**config.mk**
```make
export PLATFORM = sky130hd
export DESIGN_NAME = if_id_fetch_stage
export DESIGN_NICKNAME = d
export VERILOG_FILES = /design/src/rtl/cpu_pkg.sv /design/src/rtl/if_id_latch.sv /design/src/rtl/if_id_fetch_stage.sv
export SDC_FILE = /design/constraint.sdc
export NUM_CORES = 1
export LEC_CHECK = 0
export BUFFER_PORTS_ARGS = -buffer_cell sky130_fd_sc_hd__buf_2
export CAP_MARGIN = 15
export CORE_UTILIZATION = 40
export CTS_CLUSTER_SIZE = 20
export DETAILED_ROUTE_END_ITERATION = 10
export REMOVE_ABC_BUFFERS = 1
export SLEW_MARGIN = 20
export SYNTH_ARGS = -nofsm -noshare
export SYNTH_HDL_FRONTEND = slang
export SYNTH_HIERARCHICAL = 1
export SYNTH_SLANG_ARGS = --single-unit
```
**constraint.sdc**
```tcl
create_clock -name clk -period 3.05 [get_ports clk]
set_input_delay 0.61 -clock clk [delete_from_list [all_inputs] [get_ports clk]]
set_output_delay 0.61 -clock clk [all_outputs]
set_load 0.01 [all_outputs]
```
**src/rtl/cpu_pkg.sv**
```systemverilog
// Shared definitions for the MIPS pipeline front end.
//   fetch_state_t : fetch FSM encoding (IDLE, REQ, WAIT, HOLD)
//   WORD_W/IMM_W  : instruction word and raw immediate widths
//   NOP_WORD      : sll $0,$0,0 used for bubbles
//   pc_inc()      : word-aligned PC+4 with silent 32-bit wrap
package cpu_pkg;

  localparam int WORD_W = 32;
  localparam int IMM_W  = 16;

  localparam logic [WORD_W-1:0] NOP_WORD = 32'h0000_0000;

  typedef enum logic [1:0] {
    IDLE = 2'd0,
    REQ  = 2'd1,
    WAIT = 2'd2,
    HOLD = 2'd3
  } fetch_state_t;

  // Low bits are cleared so a misaligned value can never leak into the PC.
  function automatic logic [WORD_W-1:0] pc_inc(input logic [WORD_W-1:0] pc);
    return (pc + 32'd4) & 32'hFFFF_FFFC;
  endfunction

endpackage

```
**src/rtl/if_id_latch.sv**
```systemverilog
// IF/ID pipeline register.
//   clk, reset_n      : clock, async active-low reset
//   flush, stall, load: update controls, priority flush > stall > load
//   instr_in, pc4_in  : word and PC+4 to capture on load
//   valid, instr, pc4 : registered IF/ID contents
// Without load, stall or flush the contents are simply held.
module if_id_latch
  import cpu_pkg::*;
#(
  parameter logic [WORD_W-1:0] NOP_INSTR = NOP_WORD
) (
  input  logic              clk,
  input  logic              reset_n,
  input  logic              flush,
  input  logic              stall,
  input  logic              load,
  input  logic [WORD_W-1:0] instr_in,
  input  logic [WORD_W-1:0] pc4_in,
  output logic              valid,
  output logic [WORD_W-1:0] instr,
  output logic [WORD_W-1:0] pc4
);

  always_ff @(posedge clk or negedge reset_n) begin
    if (!reset_n) begin
      valid <= 1'b0;
      instr <= NOP_INSTR;
      pc4   <= '0;
    end else if (flush) begin
      // pc4 is left alone; it is meaningless while valid is low.
      valid <= 1'b0;
      instr <= NOP_INSTR;
    end else if (stall) begin
      valid <= valid;
    end else if (load) begin
      valid <= 1'b1;
      instr <= instr_in;
      pc4   <= pc4_in;
    end
  end

endmodule

```
**src/rtl/if_id_fetch_stage.sv**
```systemverilog
// Instruction fetch stage + IF/ID register of the 5-stage MIPS pipeline.
//   clk, reset_n                 : clock, async active-low reset
//   stall_i, flush_i             : hazard unit freeze / squash IF/ID
//   redirect_i, redirect_pc_i    : load a new fetch PC next edge
//   imem_req_o, imem_addr_o      : fetch request and address (current PC)
//   imem_gnt_i, imem_rvalid_i,
//   imem_rdata_i                 : memory accept / response handshake
//   if_id_valid_o, if_id_instr_o,
//   if_id_pc4_o, if_id_imm_o     : IF/ID contents to the ID stage
// Optional macro IFETCH_PERF_EN adds perf_fetch_cnt_o and perf_bubble_cnt_o.
// One request is outstanding at most. A redirect that overtakes an in-flight
// request sets kill so the stale response is dropped when it returns.
module if_id_fetch_stage
  import cpu_pkg::*;
#(
  parameter logic [WORD_W-1:0] RESET_PC  = 32'h0000_0000,
  parameter logic [WORD_W-1:0] NOP_INSTR = NOP_WORD
) (
  input  logic              clk,
  input  logic              reset_n,
  input  logic              stall_i,
  input  logic              flush_i,
  input  logic              redirect_i,
  input  logic [WORD_W-1:0] redirect_pc_i,
  output logic              imem_req_o,
  output logic [WORD_W-1:0] imem_addr_o,
  input  logic              imem_gnt_i,
  input  logic              imem_rvalid_i,
  input  logic [WORD_W-1:0] imem_rdata_i,
`ifdef IFETCH_PERF_EN
  output logic [31:0]       perf_fetch_cnt_o,
  output logic [31:0]       perf_bubble_cnt_o,
`endif
  output logic              if_id_valid_o,
  output logic [WORD_W-1:0] if_id_instr_o,
  output logic [WORD_W-1:0] if_id_pc4_o,
  output logic [IMM_W-1:0]  if_id_imm_o
);

  fetch_state_t      state, state_nxt;
  logic [WORD_W-1:0] pc;
  logic [WORD_W-1:0] hold_q;
  logic              kill;

  logic load_new, load_hold, capture, advance, kill_set, kill_clr;

  // State register
  always_ff @(posedge clk or negedge reset_n) begin
    if (!reset_n) state <= IDLE;
    else          state <= state_nxt;
  end

  // Next-state logic
  always_comb begin
    state_nxt = state;
    case (state)
      IDLE: state_nxt = REQ;
      REQ:  if (imem_gnt_i) state_nxt = WAIT;
      WAIT: if (imem_rvalid_i) begin
              if (kill || redirect_i) state_nxt = REQ;
              else if (stall_i)       state_nxt = HOLD;
              else                    state_nxt = REQ;
            end
      HOLD: if (redirect_i || !stall_i) state_nxt = REQ;
      default: state_nxt = IDLE;
    endcase
  end

  // Output / control decode
  always_comb begin
    imem_req_o = 1'b0;
    load_new   = 1'b0;
    load_hold  = 1'b0;
    capture    = 1'b0;
    kill_set   = 1'b0;
    kill_clr   = 1'b0;
    case (state)
      REQ: begin
        imem_req_o = 1'b1;
        // Granted for the old PC while retargeting: its data is stale.
        kill_set   = imem_gnt_i && redirect_i;
      end
      WAIT: begin
        load_new = imem_rvalid_i && !kill && !redirect_i && !stall_i;
        capture  = imem_rvalid_i && !kill && !redirect_i &&  stall_i;
        kill_set = redirect_i && !imem_rvalid_i;
        kill_clr = imem_rvalid_i;
      end
      HOLD: load_hold = !redirect_i && !stall_i;
      default: ;
    endcase
  end

  assign advance     = load_new || load_hold;
  assign imem_addr_o = pc;

  always_ff @(posedge clk or negedge reset_n) begin
    if (!reset_n) begin
      pc     <= RESET_PC;
      kill   <= 1'b0;
      hold_q <= NOP_INSTR;
    end else begin
      if (redirect_i)   pc <= redirect_pc_i & 32'hFFFF_FFFC;
      else if (advance) pc <= pc_inc(pc);

      if (kill_set)      kill <= 1'b1;
      else if (kill_clr) kill <= 1'b0;

      if (redirect_i)   hold_q <= NOP_INSTR;
      else if (capture) hold_q <= imem_rdata_i;
    end
  end

  if_id_latch #(.NOP_INSTR(NOP_INSTR)) u_latch (
    .clk      (clk),
    .reset_n  (reset_n),
    .flush    (flush_i),
    .stall    (stall_i),
    .load     (advance),
    .instr_in (load_hold ? hold_q : imem_rdata_i),
    .pc4_in   (pc_inc(pc)),
    .valid    (if_id_valid_o),
    .instr    (if_id_instr_o),
    .pc4      (if_id_pc4_o)
  );

  assign if_id_imm_o = if_id_instr_o[IMM_W-1:0];

`ifdef IFETCH_PERF_EN
  always_ff @(posedge clk or negedge reset_n) begin
    if (!reset_n) begin
      perf_fetch_cnt_o  <= '0;
      perf_bubble_cnt_o <= '0;
    end else begin
      if (advance && !flush_i)            perf_fetch_cnt_o  <= perf_fetch_cnt_o + 32'd1;
      if (!if_id_valid_o && !stall_i)     perf_bubble_cnt_o <= perf_bubble_cnt_o + 32'd1;
    end
  end
`endif

endmodule

```
==> metrics.md <==
| Metric | Value |
|---|---|
| Outcome | finished clean |
| Commonest cells after routing, fill and taps aside | buf_2 (179), nand2_1 (172), dfrtp_1 (130), nand3_1 (52), a21oi_1 (37) |
| Top FF cell, synth | dfrtp_1 |
| Nets | 920 |
| I/O Buffers | 180 |
| Synth-to-Final Area Change | 23.6% |
| Synth Cell Area | 6800 um2 |
| Clock latency at the later pin of the worst-skew pair | 0.42 ns |
| Mean area per synthesized cell | 9.89 um2 |
| Critical Path AT | 2.67 ns |
| Ys async rst share | 1.00 |
| Design Area, Final | 8400 um2 |
| Number of synthesized flops with an enable pin | 0 |
| DR vias | 5462 |
| Global-route usage over all layers | 0.211 |
| Final setup vio count | 0 |
| Die Span X | 132 um |
| First-pass GRT wire length | 28.7 mm |
| Initial core utilization | 0.410 |
| Worst setup SP type | flop |
| H-tree levels | 4 |
| Post-cts sizing count | 0 |
| Critical Path Fanout Max | 7 |
| Total Die Area | 17500 um2 |
| Lkg Pwr | 4.18 nW |
| Clock Pin Slew Worst Setup and Hold Paths | 0.06 ns |
| Fillers | 1583 |
| Cell Pwr Density | 660 nW/um2 |
| Drt wl/cell | 16.3 um |
| Worst IR drop on VDD | 423 uV |
| Num ports | 185 |
| Slew headroom | 0.558 |
| Crit end category | flop |
| Minimum clock period | 2.37 ns |
| Clock tree from TritonCTS | yes |
| Antenna violations before repair | 1 |
| Pre-CTS setup slack | 0.697 ns |
| Period Utilization, post-route | 0.776 |
| #FFs+latches synth | 130 |
| Clock Tree Root | clkbuf_16 |
| Power, Total | 5.55 mW |
| Met2 WL post-DR | 8.18 mm |
| Sequential fraction of the synthesis area | 0.479 |
| Cts hold-fix bufs | 0 |
| Detail Route met3 WL | 661 um |
| Max Freq | 0.423 GHz |
| Commonest non-fill, non-tap cell in the layout | buf_2 |
| Met1 wire length | 8.35 mm |
| Clock Skews | 0.0101 ns |
| WL final | 17.6 mm |
| Via/cell ratio | 5.06 |
| Placer Congestion | 0.787 |
| Slew @ Worst Pin | 0.658 ns |
| Final Hold Vio Count | 0 |
| Max clock buf depth | 2 |
| DRC viols | 0 |
| Std-Cell Rows | 47 |
| Slew Viols, Final | 0 |
| Pin count of the biggest net entering global routing | 69 |
| Clock sink count | 130 |
| Core Area | 16600 um2 |
| Worst Path Required | 3.35 ns |
| DR iter-0 viols | 344 |
| RSZ-0062 raised after global routing | false |
| Post-DP HPWL | 11.9 mm |
| HP Class | input pin to asynchronous set/reset pin |
| Max Cap Viol | 0 |
| R2r worst-path depth | 6 |
| Syn Inst Count | 687 |
| DR top layer | met4 |
| Number of CTS-inserted buffers | 17 |
| Post-route ant nets | 0 |
| Vias in the first global route | 5336 |
| Layout cells sized above 1 | 0.352 |
| DP Area | 7760 um2 |
| Final Worst Setup Slack | 0.684 ns |
| GR Overflow Total | 0 |
| DR pass1 iterations | 5 |
| Syn. warnings | 6 |
| Die height | 132 um |
| Synth unique cells | 53 |
| Setup Fix Bufs, Post-CTS | 0 |
| CP Class | flop to flop |
[metal layers]
| layer | track usage | vias to the layer above |
|---|---|---|
| met5 | 0 | - |
| met4 | 0.0888 | 0 |
| met3 | 0.0381 | 30 |
| met2 | 0.335 | 126 |
| met1 | 0.285 | 2644 |
| li1 | - | 2662 |
[critical path: stages, from the launching register on]
cell     delay [ns]
dfrtp_1        0.43
ha_1           0.35
nand2_1        0.23
nor3_1         0.56
nand2_1        0.21
xnor2_1        0.19
mux2_4         0.27
[area by class of cell]
class / instances / area [um2] / share of cell area
diodes: 1 / 2.50 / 0.000298
clock buffers: 20 / 457 / 0.0544
flip-flops and latches: 130 / 3250 / 0.387
clock inverters: 12 / 181 / 0.0216
multi-input cells: 491 / 3160 / 0.376
inverters: 9 / 33.8 / 0.00402
repair buffers: 196 / 1040 / 0.124
well taps: 220 / 275 / 0.0328
[final timing paths]
check / start / to / slack [ns]
max: imem_addr_o[2] / u_latch/pc4[18] / 0.68
max reg2reg: imem_addr_o[2] / u_latch/pc4[18] / 0.68
min: reset_n / u_latch/instr[24] / 0.19
min in group clk: imem_rdata_i[4] / hold_q[4] / 0.39
max in group asynchronous: reset_n / imem_addr_o[28] / 2.15
min reg2reg: u_latch/valid / u_latch/valid / 0.49
[flip-flops by register name, summed over array words and instances (netlist names)]
signal and count:
hold_q 32, imem_addr_o 30, kill 1, state 2, u_latch/instr 32, u_latch/pc4 32
u_latch/valid 1
[power breakdown]
part / leakage [nW] / switching [mW] / internal [mW]
clock: 0.298 / 0.784 / 1.41
sequential: 1.74 / 0.209 / 1.98
combinational: 2.14 / 0.563 / 0.595
total: 4.18 / 1.56 / 3.99
[per-stage QoR]
step,setup TNS [ns],util,hold slack [ns],cells
finish,0,0.507,0.185,1079
global route,0,0.507,0.240,1079
floorplan,-16.73,-,0.314,630
global placement,0,0.468,0.477,1046
CTS,0,0.506,0.212,1078
detailed placement,0,0.468,0.484,1046
[cell usage after synthesis (8+ instances only)]
library cell | number | area, um2
a21oi_1 | 37 | 185
buf_2 | 9 | 45.0
buf_4 | 20 | 150
clkbuf_1 | 24 | 90.1
dfrtp_1 | 130 | 3250
inv_1 | 8 | 30.0
mux2_2 | 34 | 383
mux2_4 | 30 | 450
nand2_1 | 172 | 646
nand3_1 | 52 | 260
nand4_1 | 9 | 56.3
nor2_1 | 24 | 90.1
o211ai_1 | 9 | 67.6
o21ai_0 | 16 | 80.1
xnor2_1 | 20 | 175
xor2_1 | 15 | 131
[cell families (layout without fill, tap and decap cells)]
| family | after synthesis | after routing | share of synthesized area |
|---|---|---|---|
| and+or+nand+nor | 293 | 293 | 0.201 |
| DFF | 130 | 130 | 0.479 |
| AOI/OAI and AO/OA | 90 | 90 | 0.0845 |
| buffers and inverters | 69 | 237 | 0.0591 |
| muxes | 65 | 65 | 0.124 |
| xor gates and xnor gates | 35 | 35 | 0.0451 |
| adders and majority gates | 4 | 4 | 0.00736 |
| other | 1 | 5 | 0.000552 |
Power figures use the tool's default switching activity.
